File: src/rtl/aib_link_bringup_ctrl.sv
// AIB link bring-up controller.
// Sequences adapter reset release, DCC/DLL lock requests and MAC-ready
// across the active channels, watches for transfer-enable and word
// alignment with an optional timeout, and reports link-up or an error cause.
module aib_link_bringup_ctrl #(
    parameter int NBR_CHNLS    = 24,
    parameter int ACTIVE_CHNLS = 24,
    parameter int RST_CYCLES   = 8
) (
    input  logic                 clk_wr,
    input  logic                 rst_wr_n,
    input  logic                 start,
    input  logic [15:0]          timeout_value,
    input  logic [NBR_CHNLS-1:0] ms_tx_transfer_en,
    input  logic [NBR_CHNLS-1:0] ms_rx_transfer_en,
    input  logic [NBR_CHNLS-1:0] m_rx_align_done,
    input  logic [NBR_CHNLS-1:0] fs_mac_rdy,
    output logic [NBR_CHNLS-1:0] ns_adapter_rstn,
    output logic [NBR_CHNLS-1:0] ms_rx_dcc_dll_lock_req,
    output logic [NBR_CHNLS-1:0] ms_tx_dcc_dll_lock_req,
    output logic [NBR_CHNLS-1:0] ns_mac_rdy,
    output logic                 link_up,
    output logic                 link_err,
    output logic [1:0]           err_code,
    output logic [2:0]           state
);

    // Active channels occupy the low ACTIVE_CHNLS bits.
    localparam logic [NBR_CHNLS-1:0] MASK = {NBR_CHNLS{1'b1}} >> (NBR_CHNLS - ACTIVE_CHNLS);
    localparam int                   CW   = (RST_CYCLES > 1) ? $clog2(RST_CYCLES) : 1;
    localparam logic [CW-1:0]        RST_LAST = CW'(RST_CYCLES - 1);

    typedef enum logic [2:0] {
        S_IDLE       = 3'd0,
        S_RST_HOLD   = 3'd1,
        S_WAIT_XFER  = 3'd2,
        S_WAIT_ALIGN = 3'd3,
        S_LINK_UP    = 3'd4,
        S_ERROR      = 3'd5
    } state_t;

    state_t                 r_state;
    logic [15:0]            r_timer;
    logic [CW-1:0]          r_rst_cnt;
    logic [NBR_CHNLS-1:0]   r_adapter_rstn;
    logic [NBR_CHNLS-1:0]   r_lock_req;
    logic [NBR_CHNLS-1:0]   r_mac_rdy;
    logic                   r_link_up;
    logic                   r_link_err;
    logic [1:0]             r_err_code;

    state_t                 w_nxt;
    logic [1:0]             w_err_new;
    logic                   w_xfer_ok;
    logic                   w_align_ok;
    logic                   w_tmo;

    // Next-state selection; abort beats every other transition and the
    // exit condition beats a coincident timeout.
    always_comb begin
        w_nxt      = r_state;
        w_err_new  = 2'd0;
        w_xfer_ok  = ((ms_tx_transfer_en & ms_rx_transfer_en & MASK) == MASK);
        w_align_ok = ((m_rx_align_done & fs_mac_rdy & MASK) == MASK);
        w_tmo      = (timeout_value != 16'd0) && (r_timer == (timeout_value - 16'd1));
        case (r_state)
            S_IDLE: begin
                if (start) w_nxt = S_RST_HOLD;
            end
            S_RST_HOLD: begin
                if (!start)                   w_nxt = S_IDLE;
                else if (r_rst_cnt == RST_LAST) w_nxt = S_WAIT_XFER;
            end
            S_WAIT_XFER: begin
                if (!start)         w_nxt = S_IDLE;
                else if (w_xfer_ok) w_nxt = S_WAIT_ALIGN;
                else if (w_tmo) begin
                    w_nxt     = S_ERROR;
                    w_err_new = 2'd1;
                end
            end
            S_WAIT_ALIGN: begin
                if (!start)          w_nxt = S_IDLE;
                else if (w_align_ok) w_nxt = S_LINK_UP;
                else if (w_tmo) begin
                    w_nxt     = S_ERROR;
                    w_err_new = 2'd2;
                end
            end
            S_LINK_UP: begin
                if (!start)          w_nxt = S_IDLE;
                else if (!w_xfer_ok) begin
                    w_nxt     = S_ERROR;
                    w_err_new = 2'd3;
                end
            end
            S_ERROR: begin
                if (!start) w_nxt = S_IDLE;
            end
            default: w_nxt = S_IDLE;
        endcase
    end

    // State, counters and outputs registered from the next state so that
    // outputs move on the same edge as the state.
    always_ff @(posedge clk_wr or negedge rst_wr_n) begin
        if (!rst_wr_n) begin
            r_state        <= S_IDLE;
            r_timer        <= '0;
            r_rst_cnt      <= '0;
            r_adapter_rstn <= '0;
            r_lock_req     <= '0;
            r_mac_rdy      <= '0;
            r_link_up      <= 1'b0;
            r_link_err     <= 1'b0;
            r_err_code     <= 2'd0;
        end else begin
            r_state <= w_nxt;

            if (w_nxt != r_state)
                r_timer <= '0;
            else if (((r_state == S_WAIT_XFER) || (r_state == S_WAIT_ALIGN)) && (r_timer != 16'hFFFF))
                r_timer <= r_timer + 16'd1;

            if (w_nxt != r_state)
                r_rst_cnt <= '0;
            else if (r_state == S_RST_HOLD)
                r_rst_cnt <= r_rst_cnt + 1'b1;

            r_adapter_rstn <= ((w_nxt == S_WAIT_XFER) || (w_nxt == S_WAIT_ALIGN) || (w_nxt == S_LINK_UP)) ? MASK : '0;
            r_lock_req     <= ((w_nxt == S_WAIT_XFER) || (w_nxt == S_WAIT_ALIGN) || (w_nxt == S_LINK_UP)) ? MASK : '0;
            r_mac_rdy      <= ((w_nxt == S_WAIT_ALIGN) || (w_nxt == S_LINK_UP)) ? MASK : '0;
            r_link_up      <= (w_nxt == S_LINK_UP);
            r_link_err     <= (w_nxt == S_ERROR);

            // Cause is latched on ERROR entry and held until leaving ERROR.
            if (w_nxt == S_ERROR)
                r_err_code <= (r_state == S_ERROR) ? r_err_code : w_err_new;
            else
                r_err_code <= 2'd0;
        end
    end

    assign ns_adapter_rstn        = r_adapter_rstn;
    assign ms_rx_dcc_dll_lock_req = r_lock_req;
    assign ms_tx_dcc_dll_lock_req = r_lock_req;
    assign ns_mac_rdy             = r_mac_rdy;
    assign link_up                = r_link_up;
    assign link_err               = r_link_err;
    assign err_code               = r_err_code;
    assign state                  = r_state;

endmodule

File: config.mk
export PLATFORM = sky130hd
export DESIGN_NAME = aib_link_bringup_ctrl
export DESIGN_NICKNAME = d
export VERILOG_FILES = /design/src/rtl/aib_link_bringup_ctrl.sv
export SDC_FILE = /design/constraint.sdc
export NUM_CORES = 1
export LEC_CHECK = 0
export ABC_AREA = 1
export CORE_UTILIZATION = 42
export DETAILED_ROUTE_END_ITERATION = 8
export DONT_BUFFER_PORTS = 1
export GPL_TIMING_DRIVEN = 0
export PLACE_DENSITY = 0.6
export SETUP_SLACK_MARGIN = 0.3
export SYNTH_ARGS = -nofsm -noshare
export SYNTH_HDL_FRONTEND = slang
export SYNTH_SLANG_ARGS = --single-unit
export TNS_END_PERCENT = 20
File: constraint.sdc
create_clock -name clk_wr -period 2.9 [get_ports clk_wr]
set_clock_uncertainty 0.05 [all_clocks]
set_input_delay 0.58 -clock clk_wr [delete_from_list [all_inputs] [get_ports clk_wr]]
set_output_delay 0.58 -clock clk_wr [all_outputs]
set_load 0.03 [all_outputs]
Yosys cells after proc, flatten, opt, wreduce, memory -nomap -nowiden --
Cells that the tools add are included.
Word-level totals: bits in registers 74, bits in latches 0, bits in writable memories 0, ROM bits 0, input port bits 115, output and inout port bits 103, word-level logic and storage cells 68, memories kept 0
Cells by class: $add $sub $neg 3, multiply operators 0, divide/modulo/power cells 0, magnitude comparators 0, equal/unequal tests 16, shift-type cells 0, mux-type cells 29, bitwise operators 2, reductions and logical operators 10
Operators by type and width (count):
- $and 24x24->24 | 2
- $eq 24x24->1 const B | 2
- $mux 24 | 2
- $mux 3 | 13
- $mux 16 | 2
- $pmux 3 s6 | 1
- $add 16x1->16 const B | 1
- $eq 16x16->1 | 1
- $ne 16x16->1 const B | 1
- $reduce_bool 16->1 | 1
- $sub 16x1->16 const B | 1
- $eq 3x3->1 const B | 5
- $mux 2 | 7
- $eq 3x2->1 const B | 4
- $pmux 2 s3 | 1
- $logic_or 1x1->1 | 4
- $reduce_bool 2->1 | 2
- $add 3x1->3 const B | 1
- $eq 3x1->1 const B | 1
- $logic_not 3->1 | 1
- $mux 1 | 3
- $ne 3x3->1 | 1
- $logic_and 1x1->1 | 2
- $ne 2x2->1 const B | 1

Longest topological paths before layout --
depth after elaboration 11, mapped depth 20, mapped depth without buffers 19

Worst setup path before layout --
OpenSTA, ideal clock, no wires.
path kind register to output, from register ms_rx_dcc_dll_lock_req[22] (netlist name), to output port ms_rx_dcc_dll_lock_req[10], data arrival time 1.889 ns, required time 2.270 ns, path slack 0.381 ns, cell stages (with the launch flop) 2, path buffers 1, cell sequence dfrtp_1 -> buf_4
RTL lines:
- end: declaration | line 19 | output logic [NBR_CHNLS-1:0] ms_rx_dcc_dll_lock_req,

Final worst setup path --
from input port timeout_value[0], to register r_timer[9]
Between the ends: word-level cells in the longest chain between the ends 9, elaborated cells on any way between the ends 13, classes of those cells 1 x add/sub; 2 x eq/ne; 7 x mux; 3 x reduce/logical
RTL lines:
- start: declaration | line 13 | input logic [15:0] timeout_value,
- $sub 16x1->16 | line 65 | w_tmo = (timeout_value != 16'd0) && (r_timer == (timeout_value - 16'd1));
- $eq 16x16->1 | line 65
- $logic_and 1x1->1 * | line 65
- $mux 3 * | line 77, 85
- $mux 3 (on tied branches) | line 84, 76
- $mux 3 (on tied branches) | line 83, 75
- $pmux 3 s6 * | line 66 | case (r_state)
- named net w_nxt[0] | line 52 | state_t w_nxt;
- $ne 3x3->1 * | line 120 | if (w_nxt != r_state)
- $mux 16 / $reduce_bool 2->1 (equally long branches)
- end signal: assignment | line 123 | r_timer <= r_timer + 16'd1;
- end: declaration | line 43 | logic [15:0] r_timer;
The timed path passes the listed nets; every way through them passes the cells marked *. A chain may end at the register's enable or synchronous reset.

==> metrics.md <==
| Metric | Value |
|---|---|
| # diodes | `0` |
| Cell Area, Synth | `3370 µm²` |
| Nets | `650` |
| Core area | `7730 µm²` |
| R2R Setup Slk | `0.54 ns` |
| Initial antenna violation count | `0` |
| Number of routed nets with antenna violations | `0` |
| Syn Nets | `642` |
| Reg2reg path depth | `16` |
| Number of CTS-inserted buffers | `3` |
| RR Endpoint | `r_timer[9]$_DFFE_PN0P_` |
| Fin cells | `632` |
| Clock period minus worst slack | `2.38 ns` |
| DP Cell Count | `626` |
| Wirelength, routed | `7300 µm` |
| VDD IR-drop max | `0.136 mV` |
| Synthesized instance count | `523` |
| Sequential element share of the synthesized area | `20.8%` |
| Outcome | `finished, final reports clean` |
| H-tree levels | `1` |
| Die height | `91.5 µm` |
| Vias in the first global route | `2546` |
| Latest clock arrival within the worst-skew pair | `0.27 ns` |
| Area grow syn2layout | `7.25%` |
| Floorplan die width | `91.5 µm` |
| GRT Overall Usage | `17.0%` |
| Clock-pin slew on the worst setup and hold paths | `0.09 ns` |
| Share of cells above drive strength 1 | `26.2%` |
| Largest net degree at the start of global routing | `64` |
| Static Leak | `0.00192 µW` |
| Gr ovfl total | `0` |
| Async SR Flop Fraction | `100%` |
| Pwr Density | `204 nW/µm²` |
| Initial core utilization | `43.6%` |
| # setup viols final | `0` |
| Syn Area/Cell | `6.44 µm²` |
| Setup TNS | `0 ns` |
| I/O Buffers | `0` |
| Final Hold Fails | `0` |
| Num rows | `32` |
| R2r startpoint | `state[1]$_DFF_PN0_` |
| DR WL/cell | `11.5 µm` |
| First-pass GRT wire length | `11500 µm` |
| Worst hold path class | `primary input to async pin` |
| Number of flops mapped to enable cells by yosys | `0` |
| Slew Limit Fails | `0` |
| Critical path start-end classification | `primary input to register` |
| Die footprint | `8380 µm²` |
| Vias after detailed routing | `3034` |
| Starting DRT DRC Count | `89` |
| DRC | `0` |
| CP Max Fanout | `10` |
| Crit path launch type | `primary input` |
| Worst Path Required | `3.06 ns` |
| Post-synth cell types | `32` |
| #FFs+latches synth | `28` |
| Top FF cell, synth | `dfrtp_1` |
| Final period util | `82.2%` |
| RSZ-0062 raised after global routing | `false` |
| Routability Congestion | `0.887` |
| Total power | `736 µW` |
| Actual slew at the worst max-slew pin | `0.909 ns` |
| Dpl hpwl | `6220 µm` |
| Worst EP arrival | `2.55 ns` |
| First-pass iteration count of the detailed router | `4` |
| I/O pin count | `218` |
| Max-slew headroom | `39.4%` |
| F_max | `419 MHz` |
| Via density | `4.80` |
| Max-Cap Viols | `0` |
| CTS Sinks | `28` |
| CTS max path bufs | `2` |
| Endpoint class of the critical path | `register` |
| Yosys Warn Count | `0` |
| Clk root buf | `clkbuf_8` |
| CTS tree | `done` |
-- worst max-delay path: stages --
cell,delay (ns)
inv_1,0.11
ha_4,0.22
nand2_1,0.05
inv_1,0.03
nor2_1,0.08
nand2_1,0.06
nor2_1,0.10
nand2_1,0.08
nor2_2,0.10
nand2_1,0.07
nor2_2,0.10
nand3_2,0.16
nand2_2,0.11
nand2_2,0.07
nand2_4,0.08
nand2_1,0.06
nand2_2,0.09
nand3_4,0.13
buf_8,0.19
nor2_2,0.07
-- metal layers --
metal  track usage, %  part of all wire (%)  vias up
met3             1.84                   6.6        9
met1             20.3                    41     1329
met4             4.63                   1.2        0
li1                 -                     -     1554
met2             32.0                    51      142
met5                0                     0        -
-- stage by stage --
step	hold slack, ns	util (%)	area (µm²)	setup slack [ns]
after detailed placement	0.236	45.5	3510	0.0785
after CTS	0.0594	46.3	3580	0.335
after floorplan	0.234	-	3370	0.381
after global routing	0.0557	46.7	3610	0.296
final	0.0613	46.7	3610	0.516
after global placement	0.236	45.2	3490	0.126
-- sequential cells by signal, summed over array words and instances (netlist names) --
name and count:
r_timer 16, err_code 2, ns_mac_rdy 1, ms_rx_dcc_dll_lock_req 1, link_err 1, r_rst_cnt 3
state 3, link_up 1
-- final cells by class --
class / instances / area, µm²
clock buffers: 4 / 45.0
multi-input cells: 326 / 1680
repair buffers: 3 / 47.5
fillers: 789 / 4120
inverters: 72 / 270
plain buffers: 97 / 733
well taps: 102 / 128
flip-flops and latches: 28 / 703
-- power breakdown --
part           switching, µW  leakage (µW)  internal, µW
Combinational           75.5       0.00152          46.1
Sequential              4.83      0.000384           393
Clock                    118     0.0000228          98.6
-- timing repair --
action                                 CTS  global route
hold buffers                             1             0
gates resized for setup                  1             6
endpoints found under the hold margin   28             0
setup buffers                            0             1
setup endpoints to repair               10            19
pin swaps                                0             2
-- logic make-up (layout without fill, tap and decap cells) --
kind of cell / after synthesis / after routing / synth area share [%]
AND/OR/NAND/NOR: 279 / 279 / 38.2
buffers and inverters: 169 / 176 / 29.7
flip-flops: 28 / 28 / 20.8
XOR/XNOR: 23 / 23 / 5.99
AO/OA/AOI/OAI: 17 / 17 / 2.90
adder cells (fa/ha/maj): 4 / 4 / 1.49
multiplexers: 3 / 3 / 0.892
-- synthesized netlist by cell type, drive strengths merged (2+ instances only) --
cell type	instances	area (µm²)
a21oi	4	20.0
buf	97	729
dfrtp	28	701
ha	4	50.1
inv	71	267
mux2i	3	30.0
nand2	126	498
nand3	34	193
nand4	21	131
nor2	78	353
nor3	12	60.1
nor4	3	18.8
o21ai	9	45.0
o221ai	2	17.5
or2	3	18.8
xnor2	5	43.8
xor2	18	158
-- placed cells by master (no fill, tap or decap), types with 4 or more instances in the layout --
master / synthesis / final
nand2_2: 7 / 7
nor2_1: 62 / 60
dfrtp_1: 28 / 26
inv_1: 70 / 70
buf_4: 95 / 96
nand3_1: 31 / 31
a21oi_1: 4 / 4
xor2_1: 18 / 18
nor3_1: 12 / 12
o21ai_0: 8 / 8
nand2_1: 118 / 118
nand4_1: 21 / 21
xnor2_1: 5 / 5
nor2_2: 12 / 14
nor2_4: 4 / 4
-- worst max-delay path by stage --
stage                                         startpoint  slack, ns  depth (start not counted)                         end
floorplan           ms_rx_dcc_dll_lock_req[22]$_DFF_PN0_       0.38                          1  ms_rx_dcc_dll_lock_req[10]
global placement                        timeout_value[0]       0.13                         19      r_timer[8]$_DFFE_PN0P_
detailed placement                      timeout_value[0]       0.08                         19      r_timer[9]$_DFFE_PN0P_
CTS                                   state[1]$_DFF_PN0_       0.33                         16      r_timer[9]$_DFFE_PN0P_
global route                            timeout_value[0]       0.30                         19      r_timer[6]$_DFFE_PN0P_
finish                                  timeout_value[0]       0.52                         20      r_timer[9]$_DFFE_PN0P_
Note: power is estimated with default switching activity, not from simulation.
